File: config.mk
export PLATFORM = sky130hd
export DESIGN_NAME = inst_fetch
export DESIGN_NICKNAME = d
export VERILOG_FILES = /design/src/rtl/inst_fetch.sv
export SDC_FILE = /design/constraint.sdc
export NUM_CORES = 1
export LEC_CHECK = 0
export ABC_AREA = 1
export BUFFER_PORTS_ARGS = -buffer_cell sky130_fd_sc_hd__buf_4
export CAP_MARGIN = 20
export CORE_MARGIN = 2
export CORE_UTILIZATION = 54
export CTS_BUF_LIST = sky130_fd_sc_hd__clkbuf_16
export DETAILED_ROUTE_END_ITERATION = 12
export PLACE_DENSITY = 0.89
export SKIP_LAST_GASP = 1
export SYNTH_ARGS = -nofsm -noshare
export SYNTH_HDL_FRONTEND = slang
export SYNTH_SLANG_ARGS = --single-unit
export TNS_END_PERCENT = 20
File: constraint.sdc
create_clock -name clk -period 1.9 [get_ports clk]
set_input_delay 0.095 -clock clk [delete_from_list [all_inputs] [get_ports clk]]
set_output_delay 0.095 -clock clk [all_outputs]
set_load 0.01 [all_outputs]
File: src/rtl/inst_fetch.sv
// -----------------------------------------------------------------------------
// inst_fetch -- instruction-fetch stage behind the PC register.
//
// One read per PC on an SRAM-like instruction bus (req / addr_ok / data_ok).
// At most one read is outstanding. The PC register advances on the address
// handshake. {pc, inst} is presented to the IF/ID boundary with a
// valid/stall handshake. A redirect (flush_i) discards the output register,
// the hold buffer and any read still in flight.
//
// Optional feature macro: FETCH_ADDR_CHECK_EN
//   defined   : a misaligned PC (pc_i[1:0] != 0) is not sent to the bus. When
//               the output register is free, the stage emits {pc_i, 0} with
//               if_adel_o=1 and advances the PC.
//   undefined : no alignment check. Every PC is fetched as-is and if_adel_o
//               stays 0.
//
// Ports
//   clk, rst        clock and synchronous active-high reset
//   pc_i            current PC (the PC register q output)
//   pc_en_o         PC register enable: the PC advances on the next edge
//   flush_i         PC redirect, asserted in the same cycle the PC is reloaded
//   id_stall_i      decode is not ready: hold the IF output
//   inst_req_o      bus request
//   inst_addr_o     bus address (always pc_i)
//   inst_addr_ok_i  bus accepted the address this cycle
//   inst_data_ok_i  read data is valid this cycle (never back-pressured)
//   inst_rdata_i    read data
//   if_valid_o      the IF output holds a live instruction
//   if_pc_o         PC of if_inst_o
//   if_inst_o       fetched instruction
//   if_adel_o       fetch address error for this entry
// -----------------------------------------------------------------------------
module inst_fetch #(
   parameter int ADDR_W = 32,
   parameter int DATA_W = 32
) (
   input  logic              clk,
   input  logic              rst,
   input  logic [ADDR_W-1:0] pc_i,
   output logic              pc_en_o,
   input  logic              flush_i,
   input  logic              id_stall_i,
   output logic              inst_req_o,
   output logic [ADDR_W-1:0] inst_addr_o,
   input  logic              inst_addr_ok_i,
   input  logic              inst_data_ok_i,
   input  logic [DATA_W-1:0] inst_rdata_i,
   output logic              if_valid_o,
   output logic [ADDR_W-1:0] if_pc_o,
   output logic [DATA_W-1:0] if_inst_o,
   output logic              if_adel_o
);

   typedef enum logic [1:0] {
      S_REQ     = 2'd0,  // presenting pc_i on the bus
      S_WAIT    = 2'd1,  // one read outstanding
      S_HOLD    = 2'd2,  // data parked in the hold buffer, output reg full
      S_DISCARD = 2'd3   // read outstanding but flushed: drop its data
   } state_t;

   // One IF/ID entry. adel travels with the entry it belongs to.
   typedef struct packed {
      logic [ADDR_W-1:0] pc;
      logic [DATA_W-1:0] inst;
      logic              adel;
   } ent_t;

   state_t            state_q, state_d;
   logic [ADDR_W-1:0] req_pc_q;   // PC of the outstanding read
   ent_t              out_q;      // IF/ID output register
   logic              out_vld_q;
   ent_t              hold_q;     // absorbs data_ok while decode stalls

   logic              out_free;   // output reg can take a new entry this cycle
   logic              hs;         // address handshake this cycle
   logic              misalign;
   logic              load;       // write load_ent into the output reg
   ent_t              load_ent;
   logic              hold_ld;    // park the returning data in the hold buffer

   assign inst_addr_o = pc_i;
   assign if_valid_o  = out_vld_q;
   assign if_pc_o     = out_q.pc;
   assign if_inst_o   = out_q.inst;
   assign if_adel_o   = out_q.adel;

   // The output register is free if it is empty, or if decode takes its
   // entry in this same cycle.
   assign out_free = ~out_vld_q | ~id_stall_i;

   // ---------------------------------------------------------------------
   // Next state and bus/PC controls
   // ---------------------------------------------------------------------
   always_comb begin
      state_d       = state_q;
      inst_req_o    = 1'b0;
      pc_en_o       = 1'b0;
      hs            = 1'b0;
      misalign      = 1'b0;
      load          = 1'b0;
      load_ent      = '0;
      hold_ld       = 1'b0;

      case (state_q)
         S_REQ: begin
`ifdef FETCH_ADDR_CHECK_EN
            misalign = (pc_i[1:0] != 2'b00);
`endif
            // A flush reloads the PC in this cycle. The old pc_i is stale,
            // so no request is made for it.
            if (!flush_i) begin
               if (misalign) begin
                  // Emit the error entry instead of a bus read. Wait until
                  // the output reg can take it.
                  if (out_free) begin
                     load          = 1'b1;
                     load_ent.pc   = pc_i;
                     load_ent.inst = '0;
                     load_ent.adel = 1'b1;
                     pc_en_o       = 1'b1;
                  end
               end else begin
                  inst_req_o = 1'b1;
                  hs         = inst_addr_ok_i;
                  pc_en_o    = inst_addr_ok_i;
                  if (inst_addr_ok_i)
                     state_d = S_WAIT;
               end
            end
         end

         S_WAIT: begin
            if (inst_data_ok_i) begin
               if (flush_i) begin
                  // The data arrives in the same cycle as the redirect.
                  // Drop it; nothing is left to discard.
                  state_d = S_REQ;
               end else if (out_free) begin
                  load          = 1'b1;
                  load_ent.pc   = req_pc_q;
                  load_ent.inst = inst_rdata_i;
                  load_ent.adel = 1'b0;
                  state_d       = S_REQ;
               end else begin
                  hold_ld = 1'b1;
                  state_d = S_HOLD;
               end
            end else if (flush_i) begin
               state_d = S_DISCARD;
            end
         end

         S_HOLD: begin
            if (flush_i) begin
               state_d = S_REQ;
            end else if (!id_stall_i) begin
               load     = 1'b1;
               load_ent = hold_q;
               state_d  = S_REQ;
            end
         end

         S_DISCARD: begin
            // The flushed read is still owed by the bus. Swallow its data.
            if (inst_data_ok_i)
               state_d = S_REQ;
         end

         default: state_d = S_REQ;
      endcase
   end

   // ---------------------------------------------------------------------
   // State, outstanding PC, hold buffer, output register
   // ---------------------------------------------------------------------
   always_ff @(posedge clk) begin
      if (rst) begin
         state_q   <= S_REQ;
         req_pc_q  <= '0;
         hold_q    <= '0;
         out_q     <= '0;
         out_vld_q <= 1'b0;
      end else begin
         state_q <= state_d;

         if (hs)
            req_pc_q <= pc_i;

         if (flush_i)
            hold_q <= '0;
         else if (hold_ld) begin
            hold_q.pc   <= req_pc_q;
            hold_q.inst <= inst_rdata_i;
            hold_q.adel <= 1'b0;
         end

         // A flush wins over everything. A reload wins over consumption,
         // so an entry that decode takes can be replaced in the same edge.
         if (flush_i) begin
            out_vld_q  <= 1'b0;
            out_q.adel <= 1'b0;
         end else if (load) begin
            out_vld_q <= 1'b1;
            out_q     <= load_ent;
         end else if (out_vld_q && !id_stall_i) begin
            out_vld_q  <= 1'b0;
            out_q.adel <= 1'b0;
         end
      end
   end

endmodule

-- After elaboration in Yosys (flattened, before gate mapping)
Index checks and enable logic that the tools add are counted.
- bits in registers: 164
- bits of input ports: 70
- output and inout bits: 100
- word-level logic and storage cells: 58
- equality and inequality tests: 8
- muxes and demuxes: 31
- bitwise logic cells: 4
- reduce and logical (&&, ||, !) cells: 7
- operators by type and width (kind ; count):
    2-to-1 mux 65 bit ; 3
    case mux 65 bit (2 select lines) ; 1
    2-to-1 mux 2 bit ; 9
    2-to-1 mux 1 bit ; 16
    case mux 2 bit (4 select lines) ; 1
    != test 2 bit, second input constant ; 3
    != test 3 bit, second input constant ; 2
    AND reduction 5 bit ; 1
    == test 2 bit, second input constant ; 2
    inverter 1 bit ; 3
    == test 2 x 1 -> 1 bit, second input constant ; 1
    logical NOT 2 bit ; 1
    case mux 1 bit (2 select lines) ; 1
    AND reduction 2 bit ; 1
    nonzero test 2 bit ; 1
    OR reduction 2 bit ; 1
    logical AND 1 bit ; 1
    logical NOT 1 bit ; 1
    OR 1 bit ; 1

-- Longest topological paths before layout
Gate-level depths: netlist of run 1.
- depth in word-level cells: 7
- mapped depth: 12
- mapped depth without buffers: 10

-- Least setup slack after synthesis of run 1
Ideal clock, no wire load.
- kind: flip-flop to flip-flop
- from: register state_q[1]
- to: register out_q, in the netlist if_inst_o[7]
- setup time: 113 ps
- data arrival time: 1468 ps
- data required time: 1787 ps
- slack: 319 ps
- cell stages (with the launch flop): 13
- buffers on the path: 2
- clock period less this slack: 1581 ps
- cells stage by stage: dfxtp_1 -> inv_1 -> ha_1 -> nand2_1 -> inv_2 -> nand2_2 -> nand2_1 -> nand2_1 -> buf_2 -> buf_2 -> nand2_1 -> nand2_1 -> nor2_1
- longest elaborated chain between the ends: 3
- elaborated cells between the ends (all ways): 5
- classes of those cells: eq/ne (2); mux (2); reduce/logical (1)
- RTL lines (element ; RTL line ; source):
    start, declared ; 68 ; state_t state_q, state_d;
    start signal, assigned ; 184 ; state_q <= state_d;
    == test 2 bit / == test 2 x 1 -> 1 bit (equally long branches) ; 104 ; case (state_q)
    case mux 1 bit (2 select lines) ; 104 ;
    AND reduction 2 bit (no source line) ; -- ;
    end signal, assigned ; 204 ; out_q <= load_ent;
    end, declared ; 70 ; ent_t out_q;
Several ways; a longest one is shown, not always the timed one.
A chain may end at the register's enable or synchronous reset.

-- Final worst setup path of run 1
- from: register state_q[0]
- to: output port pc_en_o
- longest elaborated chain between the ends: 2
- RTL lines (element ; RTL line ; source):
    logical NOT 2 bit ; 104 ;
    2-to-1 mux 1 bit ; 104 ;
    end, declared ; 40 ; output logic pc_en_o,
No other way between the ends.

==> results of run 1 <==
==> power groups by stage <==
| stage | sequential, uW | clock [uW] | combinational [uW] |
|---|---|---|---|
| global route | 3980 | 3690 | 2820 |
| detailed placement | 4000 | 0 | 2230 |
| CTS | 3930 | 3540 | 2360 |
| floorplan | 4070 | 0 | 1310 |
| global placement | 3990 | 0 | 2170 |
| finish | 3940 | 3510 | 2550 |
==> through the flow <==
step / setup slack, ns / area, um^2 / cells / total power, uW
6_report: 0.05942 / 9663 / 1412 / 9998
5_1_grt: -0.02086 / 9663 / 1412 / 10490
4_1_cts: -0.01760 / 9525 / 1405 / 9827
3_5_place_dp: 0.05048 / 8308 / 1313 / 6232
3_3_place_gp: 0.1779 / 8308 / 1313 / 6159
2_1_floorplan: 0.3190 / 7104 / 1054 / 5384
==> path summary, 6_finish.rpt <==
| path | from | endpoint | slack (ns) | cells after the start |
|---|---|---|---|---|
| hold reg to reg | hold_q[21]$_SDFFE_PP0P_ | hold_q[21]$_SDFFE_PP0P_ | 0.45 | 2 |
| setup reg to reg | state_q[0]$_SDFFE_PP0P_ | if_inst_o[4]$_SDFFE_PP0P_ | 0.11 | 8 |
| setup / recovery | state_q[0]$_SDFFE_PP0P_ | pc_en_o | 0.06 | 6 |
| hold / removal | pc_i[26] | req_pc_q[26]$_SDFFE_PP0P_ | 0.02 | 3 |
==> kinds of logic (layout without fill, tap and decap cells) <==
kind of cell | count (synthesis) | count (layout)
flip-flops | 163 | 163
AND/OR/NAND/NOR | 475 | 475
AO/OA/AOI/OAI | 198 | 198
adder cells (fa/ha/maj) | 5 | 5
buffers and inverters | 212 | 398
other | 1 | 1
==> state kept, by name, indices dropped and copies added (netlist names) <==
signal,cells
if_inst_o,32
if_valid_o,1
hold_q,64
req_pc_q,32
state_q,2
if_pc_o,32
==> Yosys cell counts <==
cell type	count
clkbuf_1	40
dfxtp_1	163
a21oi_1	71
buf_4	34
inv_1	111
nor2_1	197
nand2_1	239
o21ai_0	127
ha_1	5
nor2_2	1
buf_1	4
inv_2	3
nand2_2	2
conb_1	1
buf_2	20
nand3_1	36
==> critical path, cell delays in order (launching register included) <==
cell     delay (ns)
dfxtp_1        0.39
inv_1          0.11
ha_1           0.28
nand3_4        0.16
buf_12         0.19
inv_1          0.06
buf_4          0.14
==> cells in the final DEF (no fill, tap or decap), types with 4 or more instances in the layout <==
cell type,netlist,final
dlygate4sd3_1,0,60
clkinv_4,0,6
inv_1,111,111
dfxtp_1,163,163
nand2_2,2,4
ha_1,5,4
a21oi_1,71,71
buf_12,0,6
buf_4,34,179
nand3_1,36,35
nand2_1,239,236
nor2_1,197,195
o21ai_0,127,127
clkbuf_16,0,20
==> layout make-up <==
type                       instances  area, um^2
clock buffer                      17       425.4
clock inverter                    15       183.9
fill                             880        3059
inverter                         114       430.4
multi-input combinational        679        2940
sequential                       163        3263
tap                              172       215.2
timing repair buffer             252        2205
==> layer usage <==
layer	global-route usage	wire, um	share of wire
met3	0.06226	1449	0.072
met1	0.3255	8119	0.40
met5	0	0	0
met4	0.1146	364	0.018
met2	0.4767	10310	0.51
==> timing repair <==
action / 4_1_cts / 5_1_grt
endpoints found under the hold margin: 60 / 0
setup endpoints to repair: 2 / 86
gates resized for setup: 1 / 8
hold buffers: 60 / 0
pin swaps: 0 / 1
cloned: 0 / 4
setup buffers: 0 / 3
==> key figures, run 1 <==
Status
  – Status: complete, no violations

CTS
  – CTS tree: built
  – Root buffer cell: clkbuf_16
  – Num CTS Buffers: 17
  – H-Tree Depth: 4
  – Worst-skew pair later-pin latency: 0.43 ns
  – CTS Buffer Depth: 2
  – Clock-pin slew of the registers on the worst-case setup and hold paths: approximately 0.070 ns
  – Clk sinks: ~160

STA
  – Setup total negative slack: 0 ns
  – Period utilisation layout: 0.9687
  – WHS: 0.01733 ns
  – Final Hold Fails: 0
  – Slew Viols, Final: 0
  – Clock skew: 0.01018 ns
  – Setup violators final: 0
  – RSZ-0062 raised after global routing: true
  – Max Clock Freq: between 0.5 and 0.6 GHz
  – Period minus WS final: 1.841 ns

Detailed routing
  – Total Wirelength: 20,240 um
  – Pre-antenna DRT Iters: 6
  – DRT iter0 DRCs: 580
  – DR DRC count: 0
  – Via count: 7,186
  – DR vias/cell: 5.089
  – Avg WL per Cell: 14.34 um
  – Post-route antenna net violation count: 0

Yosys
  – Post-synthesis simple-gate area fraction: 0.2584
  – Synth warn: 0
  – Adder-cell share of the synthesized area: 0.008806
  – Synthesized area: 7104 um^2
  – Synth cell types: 16
  – Syn Area/Cell: ~6.7 um^2
  – Post-synthesis sequential area ratio: 0.4593
  – Yosys top cell area share: 0.4593
  – Mux contribution to synthesized area: 0
  – Post-Syn Nets: 1,129
  – Largest family of logic cells by synthesized area: simple AND/OR/NAND/NOR gates
  – Synth Register Bits: 163
  – Synth area leader: dfxtp_1
  – Syn Inst Count: 1,054
  – Synth area leaders: dfxtp_1, nand2_1, nor2_1, o21ai_0, inv_1
  – Compound-Gate Fraction of Synth Area: 0.1395
  – XOR/XNOR share of the synthesized area: 0

Final layout
  – Diodes inserted: 0
  – Layout Area Growth over Synthesis: 36.02%
  – Final core utilization: 0.7595
  – Share of cells above drive strength 1: 0.1903
  – Layout Nets: 1,302

Critical path
  – Critical path endpoint category: primary output
  – Worst EP required: 1.80 ns
  – Startpoint types: register
  – Worst EP arrival: 1.75 ns
  – Critical path type: register to primary output
  – Worst-path maximum fanout: 32

Global route
  – Global-route wire length before repair: between 30,000 and 40,000 um
  – Pin count of the biggest net entering global routing: 74
  – All-layer global routing usage: 0.2746
  – Vias in the first global route: 6,739
  – Initial antenna violation count: 0
  – Grt total ovfl: 0

Floorplan
  – Die height: 118.7 um
  – Starting Density: 0.5584
  – Die Area: 14,090 um^2
  – Core footprint: 12,720 um^2
  – Row count: 41
  – Ports: 170
  – DIE WIDTH: 118.7 um

Min path
  – Hold/Removal Path Class: input pin to register

Power
  – Pwr dens: 1035 nW/um^2
  – Clock share of power: 0.351
  – P_leak: between 0.004 and 0.005 uW
  – Peak VDD IR: between 0.0005 and 0.0006 V
  – Seq pwr share: 0.394
  – Switching Power: 3095 uW
  – Sw Ratio: 0.3096
  – Internal cell power: 6903 uW
  – Combinational power share: 0.255

Placement
  – Dpl hpwl: 10,860 um
  – Routability Congestion: between 0.7 and 0.8
  – Port Buf Inserts: 168

Flow run
  – Max Cap Viol: 0
Note: power is estimated with default switching activity, not from simulation.
==> run 2, diff against run 1 <==
--- a/config.mk
+++ b/config.mk
@@ -9,10 +9,9 @@
 export BUFFER_PORTS_ARGS = -buffer_cell sky130_fd_sc_hd__buf_4
 export CAP_MARGIN = 20
 export CORE_MARGIN = 2
-export CORE_UTILIZATION = 54
-export CTS_BUF_LIST = sky130_fd_sc_hd__clkbuf_16
+export CORE_UTILIZATION = 48
 export DETAILED_ROUTE_END_ITERATION = 12
-export PLACE_DENSITY = 0.89
+export PLACE_DENSITY = 0.85
 export SKIP_LAST_GASP = 1
 export SYNTH_ARGS = -nofsm -noshare
 export SYNTH_HDL_FRONTEND = slang
==> constraint.sdc (replaced) <==
create_clock -name clk -period 1.6 [get_ports clk]
set_input_delay 0.08 -clock clk [delete_from_list [all_inputs] [get_ports clk]]
set_output_delay 0.08 -clock clk [all_outputs]
set_load 0.01 [all_outputs]
==> key figures, run 2 (synthesis gave the netlist of run 1 again) <==
Status
  – Status: finished with violations
  – Failing checks: setup timing

Power
  – P_leak: 0.004927 uW
  – Overall Power: 12,600 uW
  – Pwr dens: 1214 nW/um^2
  – Peak VDD IR: 0.0007839 V

Final layout
  – Layout Nets: about 1,300
  – Layout Area Growth over Synthesis: 46.05%
  – Most flop-heavy register: hold_q
  – Commonest non-fill, non-tap cells in the layout: nand2_1, buf_4, nor2_1, dfxtp_1, inv_1
  – FILL cells: 1,064
  – Max reg flops: 64
  – Most common cell after layout, fill and taps aside: nand2_1
  – Diodes inserted: 0
  – Final Non-Filler Cells: 1,462
  – Final core utilization: 0.7166
  – Share of cells above drive strength 1: 0.2347
  – Post-layout instance area: 10,380 um^2

CTS
  – Num CTS Buffers: 17
  – CTS tree: built
  – Root buffer cell: clkbuf_16
  – CTS Buffer Depth: 2
  – Clk sinks: approximately 160
  – Worst-skew pair later-pin latency: 0.43 ns
  – Clock-pin slew of the registers on the worst-case setup and hold paths: 0.07 ns
  – H-Tree Depth: 4

Global route
  – Pin count of the biggest net entering global routing: 73
  – All-layer global routing usage: 0.2457
  – Vias in the first global route: roughly 6,700
  – Global-route wire length before repair: 31,820 um
  – Grt total ovfl: 0
  – Initial antenna violation count: 0

Detailed routing
  – Pre-antenna DRT Iters: 6
  – Total Wirelength: 22,290 um
  – DRT iter0 DRCs: 646
  – Avg WL per Cell: 15.25 um
  – DR DRC count: 0
  – DR vias/cell: between 5 and 6
  – Post-route antenna net violation count: 0
  – Via count: 7,485

STA
  – RSZ-0062 raised after global routing: true
  – Slew Viols, Final: 0
  – Final Hold Fails: 0
  – Period utilisation layout: 1.033
  – Final WS setup: -0.05215 ns
  – Max Clock Freq: 0.6053 GHz
  – Clock skew: 0.008619 ns
  – Period minus WS final: between 1.5 and 2 ns
  – Setup violators final: 24

Floorplan
  – Core footprint: 14,480 um^2
  – Die height: 125.7 um
  – Row count: 44
  – Starting Density: 0.4907
  – Ports: between 150 and 200
  – DIE WIDTH: 125.7 um
  – Die Area: approximately 16,000 um^2

Critical path
  – Startpoint types: register
  – Worst EP required: 1.93 ns
  – Worst EP arrival: 1.98 ns
  – Worst-path maximum fanout: 12
  – Critical path endpoint category: register
  – Critical path type: register to register

Min path
  – Hold/Removal Path Class: input pin to register

Placement
  – Placed Area: 8531 um^2
  – Dpl hpwl: 11,110 um
  – Placed insts: roughly 1,300
  – Routability Congestion: 0.7792
  – Port Buf Inserts: 168
  – Pre-CTS WS: -0.07068 ns

Flow run
  – Max Cap Viol: 0
[run 2: cell count changes in the layout (fill, tap and decap cells not counted), moves of 6 or more]
| cell | delta |
|---|---|
| o21ai_1 | +20 |
| buf_12 | +8 |
| o21ai_0 | -21 |
| buf_4 | +11 |
| nor2_2 | +14 |
| nor2_1 | -16 |
| clkbuf_16 | +6 |
[run 2: worst max-delay path, stage by stage (launching register included)]
cell     delay, ns
dfxtp_4       0.36
buf_4         0.14
ha_4          0.16
nand2_2       0.08
inv_2         0.06
buf_8         0.14
buf_4         0.18
nand3_1       0.12
nand2_1       0.10
nor2_2        0.14
nor2_2        0.06
[run 2: path summary, 6_finish.rpt]
| check | depth (start not counted) | slack, ns | start | to |
|---|---|---|---|---|
| min reg2reg | 2 | 0.45 | hold_q[29]$_SDFFE_PP0P_ | hold_q[29]$_SDFFE_PP0P_ |
| min | 6 | 0.06 | inst_data_ok_i | state_q[1]$_SDFFE_PP0P_ |
| max | 10 | -0.05 | state_q[0]$_SDFFE_PP0P_ | if_inst_o[9]$_SDFFE_PP0P_ |
| max reg2reg | 10 | -0.05 | state_q[0]$_SDFFE_PP0P_ | if_inst_o[9]$_SDFFE_PP0P_ |
[run 2: through the flow]
stage	TNS, ns	hold WS (ns)
2_1_floorplan	0	0.2075
6_report	-0.3820	0.06029
3_3_place_gp	0	0.3441
4_1_cts	-1.280	0.01803
3_5_place_dp	-2.129	0.3469
5_1_grt	-6.087	0.03454
[run 2: power breakdown]
group          internal [uW]  switching (uW)  leakage (uW)  total (uW)
Sequential              4480             210       0.00132        4690
Combinational           1870            2140       0.00334        4010
Clock                   2070            1820      0.000268        3890
[run 2: final cells by class]
| cell class | count | area [um^2] | share of cell area |
|---|---|---|---|
| sequential | 163 | 3268 | 0.3150 |
| multi-input combinational | 681 | 3112 | 0.2999 |
| timing repair buffer | 288 | 2770 | 0.2670 |
| clock buffer | 18 | 439.2 | 0.04232 |
| inverter | 114 | 432.9 | 0.04172 |
| tap | 184 | 230.2 | 0.02219 |
| clock inverter | 14 | 123.9 | 0.01194 |
[run 2: layer usage]
metal	wire length [um]	up-vias	global-route usage
li1	-	3644	-
met1	8842	3414	0.2993
met2	11060	354	0.4302
met3	1630	73	0.04715
met4	761	0	0.09346
met5	0	-	0
[run 2: repair_timing]
action                     4_1_cts  5_1_grt
resized for setup               11       64
cloned                           3       16
hold buffers                    64        0
pin swaps                        0       11
buffers inserted                 0        6
setup endpoints to repair       83      132
hold endpoints to repair        69        0
==> run 3, diff against run 2 <==
--- a/config.mk
+++ b/config.mk
@@ -6,12 +6,14 @@
 export NUM_CORES = 1
 export LEC_CHECK = 0
 export ABC_AREA = 1
-export BUFFER_PORTS_ARGS = -buffer_cell sky130_fd_sc_hd__buf_4
 export CAP_MARGIN = 20
+export CELL_PAD_IN_SITES_DETAIL_PLACEMENT = 1
+export CELL_PAD_IN_SITES_GLOBAL_PLACEMENT = 1
 export CORE_MARGIN = 2
-export CORE_UTILIZATION = 48
+export CORE_UTILIZATION = 40
 export DETAILED_ROUTE_END_ITERATION = 12
-export PLACE_DENSITY = 0.85
+export DONT_BUFFER_PORTS = 1
+export PLACE_DENSITY = 0.81
 export SKIP_LAST_GASP = 1
 export SYNTH_ARGS = -nofsm -noshare
 export SYNTH_HDL_FRONTEND = slang
==> key figures, run 3 (synthesis gave the netlist of run 1 again) <==
Global route
  – Initial antenna violation count: 0
  – All-layer global routing usage: 0.2267
  – Pin count of the biggest net entering global routing: 38
  – Grt total ovfl: 0
  – Global-route wire length before repair: around 34,000 um
  – Vias in the first global route: between 6,000 and 7,000

Final layout
  – Share of cells above drive strength 1: 0.1284
  – Most flop-heavy register: hold_q
  – Layout Area Growth over Synthesis: 30.66%
  – Commonest non-fill, non-tap cells in the layout: nand2_1, nor2_1, dfxtp_1, o21ai_0, inv_1
  – Max reg flops: 64
  – Diodes inserted: 0
  – Final core utilization: 0.5348
  – Layout Nets: 1,176
  – Most common cell after layout, fill and taps aside: nand2_1

Placement
  – Dpl hpwl: about 13,000 um
  – Routability Congestion: roughly 0.73
  – Port Buf Inserts: 0

Power
  – Internal cell power: 8531 uW
  – Pwr dens: 1337 nW/um^2
  – Clock share of power: 0.353
  – Switching Power: between 3000 and 4000 uW
  – Peak VDD IR: 0.0008173 V
  – Seq pwr share: 0.390
  – Overall Power: 12,410 uW
  – P_leak: 0.004161 uW
  – Combinational power share: 0.257
  – Sw Ratio: 0.3127

Detailed routing
  – Post-route antenna net violation count: 0
  – DR DRC count: 0
  – DRT iter0 DRCs: 275
  – Pre-antenna DRT Iters: 4
  – Total Wirelength: about 23,000 um
  – Avg WL per Cell: 17.23 um
  – DR vias/cell: 5.004
  – Via count: 6,700

Critical path
  – Worst-path maximum fanout: 8
  – Startpoint types: register
  – Critical path type: register to register
  – Setup crit start: state_q[0]$_SDFFE_PP0P_
  – Worst r2r src: state_q[0]$_SDFFE_PP0P_
  – Reg2reg path depth: 9
  – Reg2reg setup slack: -0.03 ns
  – Worst EP required: 1.92 ns
  – Critical path endpoint category: register
  – Worst EP arrival: about 2 ns

Floorplan
  – Row count: 48
  – Ports: 170
  – Core footprint: 17,360 um^2
  – Die Area: about 19,000 um^2
  – Starting Density: 0.4093
  – DIE WIDTH: 137.3 um
  – Die height: 137.3 um

STA
  – Clock skew: between 0.006 and 0.007 ns
  – Final Hold Fails: 0
  – RSZ-0062 raised after global routing: true
  – Slew Viols, Final: 0
  – WHS: 0.04197 ns
  – Setup violators final: 16
  – Period minus WS final: 1.632 ns
  – Max Clock Freq: between 0.6 and 0.7 GHz
  – Final WS setup: -0.03174 ns
  – Period utilisation layout: 1.020

CTS
  – Clk sinks: 163
  – CTS tree: built
  – Clock-pin slew of the registers on the worst-case setup and hold paths: roughly 0.06 ns
  – Worst-skew pair later-pin latency: ~0.42 ns
  – Num CTS Buffers: 17
  – H-Tree Depth: 4
  – CTS Buffer Depth: 2
  – Root buffer cell: clkbuf_16

Min path
  – Hold_sp: rst
  – Hold/Removal Path Class: input pin to register
  – WHS Path Cells: 3

Status
  – Failing checks: setup timing
  – Status: finished with violations

Flow run
  – Max Cap Viol: 0
==> run 3: area by class of cell <==
type                    instances  area [um^2]
fillers                      2185         8074
flip-flops and latches        163         3268
multi-input cells             679         3080
repair buffers                126         1585
clock buffers                  21        480.5
inverters                     114        436.7
well taps                     225        281.5
clock inverters                11        150.1
==> run 3: final timing paths <==
| path | endpoint |
|---|---|
| hold reg to reg | hold_q[29]$_SDFFE_PP0P_ |
| setup / recovery | if_inst_o[15]$_SDFFE_PP0P_ |
| hold / removal | if_pc_o[28]$_SDFFE_PP0P_ |
| setup reg to reg | if_inst_o[15]$_SDFFE_PP0P_ |
==> run 3: per-stage QoR <==
step           worst slack (ns)  cells  area [um^2]  TNS [ns]
2_1_floorplan           0.01905   1054         7104         0
3_3_place_gp            0.06758   1219         7360         0
3_5_place_dp           -0.01782   1219         7360  -0.02399
4_1_cts                -0.02216   1324         8859   -0.1575
5_1_grt                -0.08867   1339         9283    -3.418
6_report               -0.03174   1339         9283   -0.1665
==> run 3: worst max-delay path, cell delays in order, from the launching register on <==
cell	delay, ns
dfxtp_4	0.39
inv_6	0.05
ha_4	0.26
inv_2	0.04
nor2_2	0.15
nand2_4	0.11
buf_12	0.17
buf_16	0.15
nor2_1	0.12
nor2_1	0.06
==> run 3: power groups by stage <==
stage | Sequential (uW) | Combinational (uW) | Clock, uW
6_report | 4840 | 3200 | 4380
2_1_floorplan | 4830 | 1560 | 0
5_1_grt | 4900 | 3530 | 4600
3_5_place_dp | 4910 | 2290 | 0
4_1_cts | 4830 | 2700 | 4440
3_3_place_gp | 4890 | 2220 | 0
==> run 3: repair_timing <==
| action | CTS | global route |
|---|---|---|
| cloned | 4 | 11 |
| setup buffers | 4 | 5 |
| gates resized for setup | 13 | 62 |
| setup endpoints to repair | 56 | 129 |
| hold buffers | 65 | 0 |
| pin swaps | 1 | 16 |
| endpoints found under the hold margin | 98 | 0 |
==> run 3: layer usage <==
metal,share of wire,vias up,track usage
li1,-,3316,-
met1,0.41,3185,0.2534
met2,0.52,163,0.4207
met3,0.048,36,0.04967
met4,0.021,0,0.08018
met5,0,-,0
